$ cat src/rtl/mii_rx_byte_packer.sv
// MII receive front end: strips preamble/SFD, packs nibbles into bytes for the bridge FIFO and reports per-frame status.
// Optional FCS checking is compiled in with `define RX_CRC_CHECK_EN.
module mii_rx_byte_packer #(
    parameter int MIN_LEN = 64,
    parameter int MAX_LEN = 1518,
    parameter int LEN_W   = 11
) (
    input  logic             clk,
    input  logic             rst_n,
    input  logic             mii_rx_dv,
    input  logic             mii_rx_er,
    input  logic [3:0]       mii_rxd,
    input  logic             fifo_full,
    output logic             fifo_write,
    output logic [7:0]       fifo_data,
    output logic             frame_done,
    output logic [LEN_W-1:0] frame_len,
    output logic             frame_err,
    output logic             overflow,
    output logic             crc_err
);

    typedef enum logic [2:0] {
        S_IDLE,
        S_PREAMBLE,
        S_DATA,
        S_DROP,
        S_DONE
    } state_t;

    localparam logic [LEN_W-1:0] MIN_LEN_C = LEN_W'(MIN_LEN);
    localparam logic [LEN_W-1:0] MAX_LEN_C = LEN_W'(MAX_LEN);

    // Reset asserts immediately but releases only after two rx clock edges.
    logic [1:0] rst_sync_q;
    logic       rst_int_n;

    always_ff @(posedge clk or negedge rst_n) begin
        if (!rst_n) rst_sync_q <= 2'b00;
        else        rst_sync_q <= {rst_sync_q[0], 1'b1};
    end

    assign rst_int_n = rst_sync_q[1];

    state_t           state_q;
    logic             phase_q;
    logic [3:0]       low_q;
    logic [LEN_W-1:0] len_q;
    logic [LEN_W-1:0] cnt_q;
    logic             giant_q;
    logic             rxer_q;
    logic             fifo_write_q;
    logic [7:0]       fifo_data_q;
    logic             frame_done_q;
    logic [LEN_W-1:0] frame_len_q;
    logic             frame_err_q;
    logic             overflow_q;
    logic             crc_err_q;

    logic             nib_ok;
    logic             crc_bad;
    logic             dribble;
    logic             frame_err_d;

    assign nib_ok = mii_rx_dv && !mii_rx_er;

`ifdef RX_CRC_CHECK_EN
    localparam logic [31:0] CRC_POLY    = 32'hEDB88320;
    localparam logic [31:0] CRC_INIT    = 32'hFFFFFFFF;
    localparam logic [31:0] CRC_RESIDUE = 32'hDEBB20E3;

    logic [31:0] crc_q;
    logic [31:0] crc_d;

    always_comb begin
        crc_d = crc_q ^ {28'd0, mii_rxd};
        for (int i = 0; i < 4; i++) begin
            crc_d = crc_d[0] ? ((crc_d >> 1) ^ CRC_POLY) : (crc_d >> 1);
        end
    end

    always_ff @(posedge clk or negedge rst_int_n) begin
        if (!rst_int_n)                    crc_q <= CRC_INIT;
        else if (state_q == S_PREAMBLE)    crc_q <= CRC_INIT;
        else if (state_q == S_DATA && nib_ok) crc_q <= crc_d;
    end

    assign crc_bad = (crc_q != CRC_RESIDUE);
`else
    assign crc_bad = 1'b0;
`endif

    // A lone low nibble when rx_dv falls is dribble and counts as an error.
    assign dribble     = (state_q == S_DATA) && phase_q;
    assign frame_err_d = (len_q < MIN_LEN_C) | giant_q | rxer_q | overflow_q | dribble | crc_bad;

    always_ff @(posedge clk or negedge rst_int_n) begin
        if (!rst_int_n) begin
            state_q      <= S_IDLE;
            phase_q      <= 1'b0;
            low_q        <= 4'h0;
            len_q        <= '0;
            cnt_q        <= '0;
            giant_q      <= 1'b0;
            rxer_q       <= 1'b0;
            fifo_write_q <= 1'b0;
            fifo_data_q  <= 8'h00;
            frame_done_q <= 1'b0;
            frame_len_q  <= '0;
            frame_err_q  <= 1'b0;
            overflow_q   <= 1'b0;
            crc_err_q    <= 1'b0;
        end else begin
            fifo_write_q <= 1'b0;
            frame_done_q <= 1'b0;
            case (state_q)
                S_IDLE: begin
                    if (mii_rx_dv) begin
                        if (mii_rxd == 4'h5) begin
                            state_q <= S_PREAMBLE;
                        end else begin
                            state_q <= S_DROP;
                            phase_q <= 1'b0;
                            len_q   <= '0;
                            cnt_q   <= '0;
                            giant_q <= 1'b0;
                            rxer_q  <= 1'b0;
                        end
                    end
                end
                S_PREAMBLE: begin
                    if (!nib_ok) begin
                        state_q <= S_IDLE;
                    end else if (mii_rxd == 4'hD) begin
                        state_q    <= S_DATA;
                        overflow_q <= 1'b0;
                        phase_q    <= 1'b0;
                        len_q      <= '0;
                        cnt_q      <= '0;
                        giant_q    <= 1'b0;
                        rxer_q     <= 1'b0;
                    end else if (mii_rxd != 4'h5) begin
                        state_q <= S_IDLE;
                    end
                end
                S_DATA: begin
                    if (!mii_rx_dv) begin
                        state_q      <= S_DONE;
                        frame_done_q <= 1'b1;
                        frame_len_q  <= len_q;
                        frame_err_q  <= frame_err_d;
                        crc_err_q    <= crc_bad;
                    end else if (mii_rx_er) begin
                        rxer_q  <= 1'b1;
                        state_q <= S_DROP;
                    end else if (!phase_q) begin
                        low_q   <= mii_rxd;
                        phase_q <= 1'b1;
                    end else begin
                        phase_q <= 1'b0;
                        if (cnt_q == MAX_LEN_C) begin
                            giant_q <= 1'b1;
                            state_q <= S_DROP;
                        end else begin
                            cnt_q <= cnt_q + 1'b1;
                            if (fifo_full) begin
                                overflow_q <= 1'b1;
                            end else begin
                                fifo_write_q <= 1'b1;
                                fifo_data_q  <= {mii_rxd, low_q};
                                len_q        <= len_q + 1'b1;
                            end
                        end
                    end
                end
                S_DROP: begin
                    if (!mii_rx_dv) begin
                        state_q      <= S_DONE;
                        frame_done_q <= 1'b1;
                        frame_len_q  <= len_q;
                        frame_err_q  <= frame_err_d;
                        crc_err_q    <= crc_bad;
                    end
                end
                S_DONE: begin
                    state_q <= S_IDLE;
                end
                default: begin
                    state_q <= S_IDLE;
                end
            endcase
        end
    end

    assign fifo_write = fifo_write_q;
    assign fifo_data  = fifo_data_q;
    assign frame_done = frame_done_q;
    assign frame_len  = frame_len_q;
    assign frame_err  = frame_err_q;
    assign overflow   = overflow_q;
    assign crc_err    = crc_err_q;

endmodule

$ cat config.mk
export PLATFORM = sky130hd
export DESIGN_NAME = mii_rx_byte_packer
export DESIGN_NICKNAME = d
export VERILOG_FILES = /design/src/rtl/mii_rx_byte_packer.sv
export SDC_FILE = /design/constraint.sdc
export NUM_CORES = 1
export LEC_CHECK = 0
export BUFFER_PORTS_ARGS = -buffer_cell sky130_fd_sc_hd__buf_4
export CORE_MARGIN = 2
export CORE_UTILIZATION = 25
export CTS_CLUSTER_SIZE = 16
export DETAILED_ROUTE_END_ITERATION = 8
export GPL_ROUTABILITY_DRIVEN = 0
export SKIP_LAST_GASP = 1
export SLEW_MARGIN = 20
export SYNTH_ARGS = -nofsm -noshare
export SYNTH_HDL_FRONTEND = slang
export SYNTH_SLANG_ARGS = --single-unit
$ cat constraint.sdc
create_clock -name clk -period 2 [get_ports clk]
set_input_delay 0.4 -clock clk [delete_from_list [all_inputs] [get_ports clk]]
set_output_delay 0.4 -clock clk [all_outputs]
set_load 0.01 [all_outputs]
# == After elaboration in Yosys (flattened, before gate mapping) ==
# Cells that the tools add are included.
# word_totals
register_bits,57
latchBits,0
ramBits,0
mem_bits_ro,0
input_bits,9
out_inout_bits,24
word_cells,122
memories,0
# op_classes
add_sub_neg,2
mul,0
n_div,0
order_cmp,1
eq_ne,23
shift,0
mux,56
bitwise,9
reduce_logical,17
# op_table
operator,n
$mux 11,13
$pmux 11 s3,2
$mux 3,9
$mux 1,26
$ne 2x2->1 const B,12
$add 11x1->11 const B,2
$reduce_and 9->1,2
$reduce_and 7->1,2
$pmux 3 s4,1
$eq 11x11->1 const B,1
$lt 11x7->1 const B,1
$reduce_and 10->1,1
$pmux 1 s3,3
$ne 4x3->1 const B,2
$ne 4x4->1 const B,2
$reduce_and 8->1,1
$eq 3x2->1 const B,2
$reduce_and 6->1,1
$not 1->1,5
$reduce_and 5->1,1
$eq 4x3->1 const B,1
$eq 4x4->1 const B,1
$or 1x1->1,4
$reduce_and 4->1,1
11 further kinds,12

# == Logic depth before layout (Yosys ltp) ==
# logic_depth
ltp_word,7
ltp_mapped,8
mapped_depth_nobuf,7

# == Least setup slack after synthesis ==
# Ideal clock, no wire load.
# synth_path
path_kind,register to register
start,register cnt_q[0]
end,register cnt_q[4]
setup_ns,0.126
arrival_time_ns,1.820
required_ns,1.874
setup_slack_ns,0.054
path_stages_with_launch,9
path_buffers,1
synth_period_minus_slack_ns,1.946
path_cell_list,dfrtp_1 > inv_1 > ha_1 > nand4b_1 > o31ai_4 > nor2_1 > buf_2 > and3_1 > a221o_1
# synth_between
elab_chain_cells,6
word_cells_on_any_way,9
cone_classes,1 x add/sub; 2 x eq/ne; 5 x mux; 1 x reduce/logical
# synth_rtl
element,line,source
from (decl),49,logic [LEN_W-1:0] cnt_q;
from (signal assigned),165,cnt_q <= cnt_q + 1'b1;
$add 11x1->11,165,
$mux 11,161,if (cnt_q == MAX_LEN_C) begin
$mux 11,156,end else if (!phase_q) begin
$mux 11,153,end else if (mii_rx_er) begin
$mux 11,147,if (!mii_rx_dv) begin
$pmux 11 s3,116,case (state_q)
# Parallel ways exist; a longest one is shown, timed or not. The select of a mux whose other input is x is not followed.
# A chain may end at the register's enable or synchronous reset.

# == Final worst setup path ==
# layout_path
start,register cnt_q[0]
end,register state_q[1]
# layout_between
elab_chain_cells,3
# layout_rtl
element,line,source
$eq 11x11->1,161,
$ne 4x3->1 (no line),-,
$reduce_and 5->1 (no line),-,
to (signal assigned),155,state_q <= S_DROP;
to (signal assigned),163,state_q <= S_DROP;
to (signal assigned),178,state_q <= S_DONE;
to (decl),45,state_t state_q;
# Every way passes these cells.

==> summary.md <==
| Metric | Value |
|---|---|
| First drt pass iteration count | `5` |
| Pre-CTS setup slack | `0.000752 ns` |
| RSZ-0062 raised after global routing | `true` |
| CP peak stage delay | `0.38 ns` |
| Sequential share of power | `39.5%` |
| Clock Sinks | `57` |
| Count of final setup violators | `0` |
| Worst hold path type | `reg -> async` |
| Mapped Nets | `268` |
| Die Width | `109 µm` |
| Final Hold Fails | `0` |
| Fillers | `1115` |
| Pin count of the biggest net entering global routing | `56` |
| Initial antenna violation count | `0` |
| VDD IR-drop max | `0.525 mV` |
| Vias in the first global route | `2141` |
| Crit path launch type | `flip-flop` |
| CORE AREA | `10800 µm²` |
| #FFs+latches synth | `57` |
| Setup slack, reg-to-reg | `0.07 ns` |
| Final worst path period need | `1.93 ns` |
| Period utilization | `96.4%` |
| Row count | `38` |
| Area of the multi-input gates | `1280 µm²` |
| Final ANT Viol Nets | `0` |
| Setup Skew | `0.00970 ns` |
| Starting density of the core | `25.6%` |
| Global-route wire length before repair | `10.6 mm` |
| Max Transition Viols Final | `0` |
| CTS tree | `yes` |
| Avg WL per Cell | `13.9 µm` |
| Crit path required time | `2.22 ns` |
| IO Port Bufs | `31` |
| CP cell instances | `inv_1 -> ha_1 -> nand4b_1 -> buf_4 -> nor3_4 -> o22ai_1 -> nor2_1 -> mux2_2` |
| Total GRT Usage | `11.5%` |
| PwrDens | `1060 nW/µm²` |
| Number of diodes | `0` |
| Die ar. | `12000 µm²` |
| Buffers & Inverters on Critical Path | `2` |
| Max Cap Viol | `0` |
| Mapped Cells | `256` |
| Register area share after synthesis | `51.3%` |
| NumNets Final | `315` |
| Post-synth cell types | `49` |
| Cell chosen for the clock root | `clkbuf_8` |
| Post-Syn Area | `2780 µm²` |
| Placed cell area | `3270 µm²` |
| Most numerous cell in the Yosys netlist | `dfrtp_1` |
| Crit-path slowest cell | `dfrtp_1` |
| CP delay by family, top | `simple AND/OR/NAND/NOR gates` |
| HPWL Detailed | `4.30 mm` |
| Setup slack after layout | `0.0716 ns` |
| Combinational power share | `25.8%` |
| Max clock buf depth | `2` |
| Post-synth EDFFs | `0` |
| Leading area contributor after synthesis | `dfrtp_1` |
| Crit path DAT | `2.15 ns` |
| Top cell type's share of synthesized area | `51.3%` |
| Layout cells sized above 1 | `28.9%` |
| Switch share | `29.4%` |
| Outcome | `finished clean` |
| Grt total ovfl | `0` |
| Clk Latency, worst-skew pair | `0.34 ns` |
| Total vias in the final route | `2186` |
| WS Path Type | `reg -> reg` |
| FMAX | `0.519 GHz` |
| Avg Cell Area, Syn | `10.9 µm²` |
| Reg clk slew, reported paths | `0.07 ns` |
| # IOs | `33` |
| PnR Total Power | `3.76 mW` |
| Fraction of registers with async set/reset | `100%` |
| Die Y | `109 µm` |
| Reg-to-reg critical path startpoint | `cnt_q[0]` |
| Yosys Warn Count | `0` |
| Htree depth | `3` |
| Crit-path max FO | `2` |
| Leak Pwr | `1.65 nW` |
| Fin area | `3550 µm²` |
| Post-Route WL | `6.23 mm` |
| Switching power | `1.11 mW` |
| Largest cells by area after synthesis | `dfrtp_1 (51%), mux2_2 (6.1%), mux2_1 (4.5%)` |
| Worst Reg-to-Reg Cells | `8` |
| DRC | `0` |
| R2R Path End | `state_q[1]` |
| CTS buffer count | `9` |
| Synth top cells by count | `dfrtp_1 (57), nand2_1 (19), nor2_1 (19), mux2_2 (15), nand3_1 (14)` |
| Clock Power Share | `34.7%` |
| Crit. End Element | `flip-flop` |
| Int Pwr | `2.66 mW` |
| Area grow syn2layout | `27.7%` |
| Vias/cell | `4.88` |
| DRT iter0 DRCs | `99` |
| Storage element area | `1430 µm²` |
| Top FF cell, synth | `dfrtp_1` |
==> per-layer routing <==
| metal | vias to the layer above | track usage [%] | share of wire, % |
|---|---|---|---|
| met2 | 65 | 17.5 | 46 |
| met3 | 15 | 2.55 | 4.4 |
| met1 | 1065 | 15.4 | 47 |
| met5 | - | 0 | 0 |
| li1 | 1041 | - | - |
| met4 | 0 | 5.42 | 2.2 |
==> worst max-delay path by stage <==
stage	start	end	slack, ns	depth (start not counted)
2_1_floorplan	cnt_q[0]	cnt_q[4]	0.05	8
3_3_place_gp	mii_rx_er	cnt_q[2]	0.05	6
3_5_place_dp	cnt_q[0]	state_q[1]	0.0008	8
4_1_cts	state_q[0]	cnt_q[10]	0.03	5
5_1_grt	cnt_q[0]	len_q[7]	-0.04	9
6_report	cnt_q[0]	state_q[1]	0.07	8
==> stage by stage <==
| stage | utilization, % | setup TNS (ns) | hold WS, ns | cells |
|---|---|---|---|---|
| after global routing | 32.7 | -0.0778 | 0.310 | 448 |
| after floorplan | - | 0 | 0.104 | 256 |
| after detailed placement | 30.2 | 0 | 0.185 | 429 |
| after global placement | 30.2 | 0 | 0.182 | 429 |
| final | 32.7 | 0 | 0.260 | 448 |
| after CTS | 32.5 | 0 | 0.286 | 446 |
==> kinds of logic after synthesis <==
| group | after synthesis | share of synthesized area (%) |
|---|---|---|
| buffers and inverters | 18 | 3.29 |
| AOI/OAI and AO/OA | 46 | 11.8 |
| adders and majority gates | 3 | 1.35 |
| muxes | 28 | 11.3 |
| DFF | 57 | 51.3 |
| other | 2 | 0.270 |
| and+or+nand+nor | 102 | 20.7 |
==> state kept, by name, indices dropped and copies added, names as in the netlist, 2 cells and up <==
signal / cells
cnt_q: 11
fifo_data: 8
frame_len: 11
len_q: 11
low_q: 4
rst_sync_q: 2
state_q: 3
==> area by class of cell <==
type                    count  area share (%)
multi-input cells         181            36.1
well taps                 140            4.93
clock buffers              11            3.70
repair buffers             50            11.7
clock inverters             5            2.93
flip-flops and latches     57            40.3
inverters                   4           0.423
==> power groups by stage <==
stage,logic (mW),registers [mW],clock network (mW)
after floorplan,0.582,1.49,0
after global placement,0.919,1.50,0
after detailed placement,0.939,1.50,0
after CTS,0.947,1.48,1.34
after global routing,1.07,1.51,1.38
final,0.971,1.49,1.30
==> placed cells by master (no fill, tap or decap), drive strengths merged, types with 3 or more instances in the layout <==
cell type,n
nor3,8
a221o,8
nand4,5
clkbuf,11
a21oi,9
nor2b,6
nor4,4
o31ai,3
ha,3
bufinv,3
buf,49
a31oi,5
dfrtp,57
nor2,19
nand2,19
mux2,26
o21ai,10
nand3,15
inv,4
nor3b,4
and3,9
==> timing repair <==
action / CTS / global route
resized for setup: 2 / 4
setup buffers: 0 / 2
endpoints found under the setup margin: 2 / 11
gates cloned: 0 / 0
hold buffers: 1 / 0
pin swaps: 0 / 3
endpoints found under the hold margin: 2 / 0
Power figures use the tool's default switching activity.
